## src/rtl/instruction_fetch_unit.sv

```systemverilog
// Instruction fetch sequencer: drives a 1-cycle-latency instruction memory
// and hands fetched words to decode through a 2-entry skid FIFO.
module instruction_fetch_unit #(
  parameter int INSTR_WIDTH          = 32,
  parameter int INSTR_MEM_ADDR_WIDTH = 10
) (
  input  logic                            clk,
  input  logic                            rst,
  input  logic                            start,
  input  logic [INSTR_MEM_ADDR_WIDTH-1:0] start_addr,
  input  logic                            abort,
  output logic [INSTR_MEM_ADDR_WIDTH-1:0] address,
  input  logic [INSTR_WIDTH-1:0]          mem_instr,
  input  logic                            mem_instr_valid,
  output logic [INSTR_WIDTH-1:0]          instr_o,
  output logic [INSTR_MEM_ADDR_WIDTH-1:0] pc_o,
  output logic                            instr_o_valid,
  input  logic                            instr_o_ready,
  output logic                            busy,
  output logic                            done,
  output logic                            wrap_err,
  output logic [INSTR_MEM_ADDR_WIDTH:0]   fetch_count
);

  localparam int AW = INSTR_MEM_ADDR_WIDTH;
  localparam int IW = INSTR_WIDTH;

  typedef enum logic [1:0] {
    S_IDLE,
    S_RUN,
    S_DRAIN
  } state_e;

  state_e        state_q;
  logic [AW-1:0] pc_q;
  logic          infl_q;
  logic [AW-1:0] infl_addr_q;
  logic          last_q;
  logic          wrapped_q;
  logic          done_q;
  logic          wrap_q;
  logic [AW:0]   cnt_q;

  logic [IW-1:0] data_q [2];
  logic [AW-1:0] fpc_q  [2];
  logic          rd_q;
  logic          wr_q;
  logic [1:0]    occ_q;

  logic          pop;
  logic          ret;
  logic          ret_ok;
  logic          ret_end;
  logic          push;
  logic          at_max;
  logic [2:0]    level;
  logic          issue;
  logic          drain_exit;

  assign pop     = (occ_q != 2'd0) && instr_o_ready;
  assign ret     = infl_q && (state_q == S_RUN);
  assign ret_ok  = ret && mem_instr_valid;
  assign ret_end = ret && !mem_instr_valid;
  assign push    = ret_ok;
  assign at_max  = (pc_q == '1);
  assign level   = 3'(occ_q) + 3'(infl_q);

  // Keep occupancy plus outstanding reads within the FIFO depth.
  assign issue = (state_q == S_RUN) && !last_q && !ret_end &&
                 ((level < 3'd2) || ((level == 3'd2) && pop));

  assign drain_exit = (state_q == S_DRAIN) && !infl_q &&
                      (occ_q == 2'(pop));

  always_ff @(posedge clk) begin
    if (rst) begin
      state_q     <= S_IDLE;
      pc_q        <= '0;
      infl_q      <= 1'b0;
      infl_addr_q <= '0;
      last_q      <= 1'b0;
      wrapped_q   <= 1'b0;
      done_q      <= 1'b0;
      wrap_q      <= 1'b0;
      cnt_q       <= '0;
      data_q[0]   <= '0;
      data_q[1]   <= '0;
      fpc_q[0]    <= '0;
      fpc_q[1]    <= '0;
      rd_q        <= 1'b0;
      wr_q        <= 1'b0;
      occ_q       <= '0;
    end else begin
      if (pop && (cnt_q != '1)) cnt_q <= cnt_q + 1'b1;
      if (push) begin
        data_q[wr_q] <= mem_instr;
        fpc_q[wr_q]  <= infl_addr_q;
        wr_q         <= ~wr_q;
      end
      if (pop) rd_q <= ~rd_q;
      occ_q  <= occ_q + 2'(push) - 2'(pop);
      infl_q <= issue;
      if (issue) infl_addr_q <= pc_q;
      // The top address is issued once; pc holds there, never showing 0.
      if (issue && !at_max) pc_q <= pc_q + 1'b1;
      if (issue && at_max) last_q <= 1'b1;

      unique case (state_q)
        S_IDLE: begin
          if (start) begin
            state_q   <= S_RUN;
            pc_q      <= start_addr;
            done_q    <= 1'b0;
            wrap_q    <= 1'b0;
            cnt_q     <= '0;
            rd_q      <= 1'b0;
            wr_q      <= 1'b0;
            occ_q     <= '0;
            last_q    <= 1'b0;
            wrapped_q <= 1'b0;
          end
        end
        S_RUN: begin
          if (ret_end) begin
            state_q <= S_DRAIN;
          end else if (ret_ok && last_q) begin
            state_q   <= S_DRAIN;
            wrapped_q <= 1'b1;
          end
        end
        S_DRAIN: begin
          if (drain_exit) begin
            state_q <= S_IDLE;
            done_q  <= 1'b1;
            wrap_q  <= wrapped_q;
          end
        end
        default: state_q <= S_IDLE;
      endcase

      if (abort) begin
        state_q <= S_IDLE;
        infl_q  <= 1'b0;
        rd_q    <= 1'b0;
        wr_q    <= 1'b0;
        occ_q   <= '0;
        last_q  <= 1'b0;
      end
    end
  end

  assign address       = pc_q;
  assign instr_o       = data_q[rd_q];
  assign pc_o          = fpc_q[rd_q];
  assign instr_o_valid = (occ_q != 2'd0);
  assign busy          = (state_q != S_IDLE);
  assign done          = done_q;
  assign wrap_err      = wrap_q;
  assign fetch_count   = cnt_q;

endmodule

```

## config.mk

```make
export PLATFORM = sky130hd
export DESIGN_NAME = instruction_fetch_unit
export DESIGN_NICKNAME = d
export VERILOG_FILES = /design/src/rtl/instruction_fetch_unit.sv
export SDC_FILE = /design/constraint.sdc
export NUM_CORES = 1
export LEC_CHECK = 0
export ABC_AREA = 1
export BUFFER_PORTS_ARGS = -buffer_cell sky130_fd_sc_hd__buf_2
export CAP_MARGIN = 25
export CORE_MARGIN = 10
export CORE_UTILIZATION = 30
export CTS_BUF_LIST = sky130_fd_sc_hd__clkbuf_4 sky130_fd_sc_hd__clkbuf_8
export DETAILED_ROUTE_END_ITERATION = 6
export HOLD_SLACK_MARGIN = 0.1
export PLACE_DENSITY = 0.6
export SYNTH_ARGS = -nofsm -noshare
export SYNTH_HDL_FRONTEND = slang
export SYNTH_SLANG_ARGS = --single-unit
```

## constraint.sdc

```tcl
create_clock -name clk -period 2.46 [get_ports clk]
set_input_delay 0.369 -clock clk [delete_from_list [all_inputs] [get_ports clk]]
set_output_delay 0.369 -clock clk [all_outputs]
set_load 0.02 [all_outputs]
```

== Word-level counts from Yosys, hierarchy flattened ==
Memory sizes are Yosys's and may differ from the RTL's. A register that Yosys moved wholly into a read port is not among the register bits.
Cells that the tools add are included.
Storage, ports and cells
  RAM bits: 84
  word-level logic and storage cells: 107
  output and inout bits: 67
  input bits: 48
  memories kept: 2
  flip-flop bits (word level): 42
Operators by class
  bitwise logic cells: 2
  reduce and logical (&&, ||, !) cells: 31
  $add $sub $neg: 5
  muxes and demuxes: 43
  magnitude comparators: 1
  equal/unequal tests: 11
Memories
  data_q: depth 2, width 32, read ports 1, clocked after Yosys merged registers in 1, wr ports 2, line 44  | logic [IW-1:0] data_q [2];
  fpc_q: depth 2, width 10, read ports 1, clocked after Yosys merged registers in 1, wr ports 2, line 45  | logic [AW-1:0] fpc_q [2];
Operators with widths (count)
  two-way mux 10 bit: 4
  two-way mux 11 bit: 3
  two-way mux 32 bit: 1
  OR reduction 32 bit: 1
  two-way mux 1 bit: 25
  logical AND 1 bit: 14
  two-way mux 2 bit: 6
  adder 11 x 1 -> 11 bit (second input constant): 1
  != test 11 bit (second input constant): 1
  adder 10 x 1 -> 10 bit (second input constant): 1
  equality test 10 bit (second input constant): 1
  OR reduction 10 bit: 1
  nonzero test 2 bit: 4
  != test 2 bit (second input constant): 3
  one-hot mux 1 bit (2 select lines): 3
  one-hot mux 2 bit (3 select lines): 1
  AND reduction 3 bit: 2
  logical NOT 1 bit: 5
  AND reduction 4 bit: 1
  adder 2 x 1 -> 3 bit: 1
  equality test 3 x 2 -> 1 bit (second input constant): 1
  < comparator 3 x 2 -> 1 bit (second input constant): 1
  != test 3 x 2 -> 1 bit (second input constant): 1
  adder 2 x 1 -> 2 bit: 1
  9 further kinds: 10

== Longest topological paths before layout ==
  depth after elaboration: 10
  gate-level depth with buffers: 13

== Worst setup path before layout ==
Ideal clock, no wire load.
  kind: flip-flop to flip-flop
  start: register state_q[0]
  end: memory data_q[0][0] (netlist name) (enable)
  arrival time: 2.011 ns
  period minus slack after synthesis: 2.412 ns
  path slack: 0.048 ns
  library setup time: 0.400 ns
  data required time: 2.060 ns
  stages on the path, launching flop included: 8
  path through: dfxtp_1 inv_1 nor2_2 inv_1 nor3_2 nand3_1 buf_2 nand2_1
RTL lines
  from (decl): line 34  | state_e state_q;
  from (signal assigned): line 77  | state_q <= S_IDLE;
  from (signal assigned): line 111  | state_q <= S_RUN;
  from (signal assigned): line 125  | state_q <= S_DRAIN;
  to (decl): line 44

== Worst setup path after layout ==
  start: register occ_q[0]
  end: register infl_addr_q[1]
Between the ends
  longest elaborated chain between the ends: 5
  elaborated cells on any way between the ends: 8
  those cells by class: 1 x add/sub; 1 x order compare; 1 x eq/ne; 5 x reduce/logical
Ends and longest elaborated chain
  from (decl): line 48  | logic [1:0] occ_q;
  from (signal assigned): line 101  | occ_q <= occ_q + 2'(push) - 2'(pop);
  branches (longest 3 deep; another with adder 2 x 1 -> 3 bit)
  logical OR 1 bit *: line 70  | ((level < 3'd2) || ((level == 3'd2) && pop));
  logical AND 1 bit *: line 69  | assign issue = (state_q == S_RUN) && !last_q && !ret_end &&
  to (signal assigned): line 103  | if (issue) infl_addr_q <= pc_q;
  to (decl): line 37  | logic [AW-1:0] infl_addr_q;
Every way passes the cells marked *.
A chain may end at the register's enable or synchronous reset.

==> results.md <==
* Status: completed
* Drt pass-1 iters at 4
* Pre-CTS setup slack at 0.3448 ns
* Core Region at around 19,000 µm²
* CTS Buf Count at 17
* DP HPWL at between 9 and 10 mm
* Initial core utilization at 0.3071
* Fin worst setup slack at 0.3362 ns
* Cell count after synthesis at around 570
* Slew @ Worst Pin at ~0.53 ns
* Top FF cell, synth: edfxtp_1
* Post-cts hold buffer count at 3
* Async S/R FF share, synth at 0
* Total grt overflow at 0
* Top Ports at 115
* Synth top cells by count: nor2_1 (89), edfxtp_1 (84), inv_1 (84), nand2_1 (76)
* Antenna violations before repair at 1
* RSZ-0062 raised after global routing: false
* Port Buf Inserts at approximately 110
* Crit path kind: flip-flop to flip-flop
* Top-area cell type share of the netlist area at 0.4362
* # diodes at 0
* EDFF count, synth at between 80 and 90
* Register-to-Register Path Depth at 11
* Cell depth of the worst setup path at 11
* Fin nets at around 760
* Clock Pin Slew Worst Setup and Hold Paths at approximately 0.070 ns
* Worst hold stages at 3
* Ranking of synthesized cells by area: edfxtp_1 (44%), dfxtp_1 (15%), mux2_2 (8.2%)
* CTS H-tree depth at 4
* Shortest period the worst path allows at 2.124 ns
* Worst endpoint required time at ~2.8 ns
* Sequential fraction of the synthesis area at 0.5816
* Vias per cell at about 4.3
* PwrDens at ~630 nW/µm²
* Critical path's slowest cell: dfxtp_1
* Warnings, synthesis at 0
* Vias in the first global route at approximately 4,200
* Total chip power at ~4.5 mW
* Routability Congestion at around 0.8
* Fin Setup TNS at 0 ns
* Initial DRC count at 201
* Remaining antenna violation count at 0
* Pin count of the biggest net entering global routing at 43
* Vias at ~4,200
* Post-Syn Area at around 5800 µm²
* CP max FO at 12
* First-pass GRT wire length at approximately 22 mm
* #FFs+latches synth at ~130
* Clock Latency Late Sink at about 0.43 ns
* Area delta synth->final at 23.11%
* Die X at ~160 µm
* Post-Syn Nets at 627
* CP bufs+invs at 3
* Clock Sinks at roughly 130
* Final worst-path cycle share at 0.8633
* CP max stage delay at about 0.4 ns
* CTS tree: built
* CP endpoint kind: flip-flop
* Clock Root Buffer: clkbuf_8
* Crit path cell chain: ha_1 -> inv_1 -> ha_1 -> inv_1 -> nor3_1 -> nand2_1 -> nand2_2 -> nand2_1 -> buf_4 -> o21ai_0 -> a21oi_1
* Final Hold Fails at 0
* Average size of a mapped cell at around 10 µm²
* CP top delay family: simple AND/OR/NAND/NOR gates
* Critical path startpoint category: flip-flop
* GRT Util Overall at 0.1086
* Fraction of layout cells with a size suffix above 1 at 0.3576
* Finish-stage setup viols at 0
* Netlist cell types at 33
* Fin. max-slew vios at 0
* Max_slew headroom at 0.6470
* Die Area at ~25,000 µm²
* Worst Hold Launch: start_addr[0]
* DRC Markers at 0
* Avg WL per Cell at 14.03 µm
* LEAKAGE at between 3 and 4 nW
* WL final at about 14 mm
* Most numerous cell in the Yosys netlist: nor2_1
* Largest area contributor in the netlist: edfxtp_1
* Clock skew at between 0.01 and 0.015 ns
* Worst vdd ir at between 0.3 and 0.4 mV
* Max-capacitance violation count at 0
* Row cnt at 50
* Post-CTS sizing at 0
* Hold/Removal Path Class: input port to flip-flop
* Arr. time, crit path at 2.44 ns
* Maximum clock path buffer count at 2
* Reg2reg start: occ_q[0]$_SDFF_PP0_
* Setup crit start: occ_q[0]$_SDFF_PP0_
* Max Freq at ~470 MHz
* Postcts setup bufs at 0
* Die Y at roughly 160 µm
==> report_power, final <==
part           switching, mW  internal, mW  total [mW]  leakage [nW]
Clock                  0.783         0.975        1.76         0.206
Combinational          0.226         0.130       0.356          1.61
Sequential            0.0400          2.32        2.36          1.20
==> cell families after synthesis <==
logic type | after synthesis | synth area share
simple gates | 231 | 0.1817
flops | 126 | 0.5816
buf+inv | 107 | 0.07897
compound gates | 51 | 0.04868
mux | 42 | 0.08178
xor+xnor | 8 | 0.01212
fa+ha+maj | 7 | 0.01514
==> worst min-delay path, cell delays in order <==
cell and delay, ns:
buf_2 0.08, nand2_1 0.04, o21ai_1 0.05
==> cell usage in the layout, fill, tap and decap left out, drive strengths merged, types with 13 or more instances in the layout <==
cell / synthesis / final
mux2: 42 / 42
dfxtp: 42 / 42
nand2: 79 / 79
buf: 17 / 126
o21ai: 23 / 23
a21oi: 23 / 23
nor2: 127 / 127
clkbuf: 3 / 27
nand3: 13 / 13
edfxtp: 84 / 84
inv: 86 / 88
==> path summary, 6_finish.rpt <==
check | to | slack (ns)
worst min-delay path | address[0]$_SDFF_PP0_ | 0.14
worst min register to register | wrap_err$_SDFFE_PP0P_ | 0.47
worst max-delay path | infl_addr_q[1]$_SDFFE_PP0P_ | 0.34
worst max register to register | infl_addr_q[1]$_SDFFE_PP0P_ | 0.34
==> routing by layer <==
| metal | GRT usage | vias up | routed length, µm |
|---|---|---|---|
| met5 | 0 | - | 0 |
| met3 | 0.03976 | 11 | 932 |
| li1 | - | 2112 | - |
| met4 | 0.03571 | 0 | 121 |
| met1 | 0.1433 | 1932 | 6725 |
| met2 | 0.1605 | 132 | 5867 |
==> layout make-up <==
class                      instances  area, µm²
clock inverter                     5      55.05
sequential                       126       3364
multi-input combinational        339       1973
timing repair buffer             129      740.7
clock buffer                      27      334.1
inverter                          87      326.6
fill                            1908      11710
tap                              260      325.3
==> metrics by stage <==
step           cell area [µm²]  hold slack, ns    util  std cells
2_1_floorplan             5783          0.4420       -        572
3_3_place_gp              6700          0.4479  0.3558        938
3_5_place_dp              6700          0.4533  0.3558        938
4_1_cts                   7119          0.1031  0.3781        973
5_1_grt                   7119          0.1253  0.3781        973
6_report                  7119          0.1374  0.3781        973
==> flip-flops by register name, summed over array words and instances, names as in the netlist, 2 cells and up <==
signal and count:
fpc_q 20, data_q 64, infl_addr_q 10, fetch_count 11
occ_q 2, address 10, state_q 2
(Power assumes the default switching activity.)
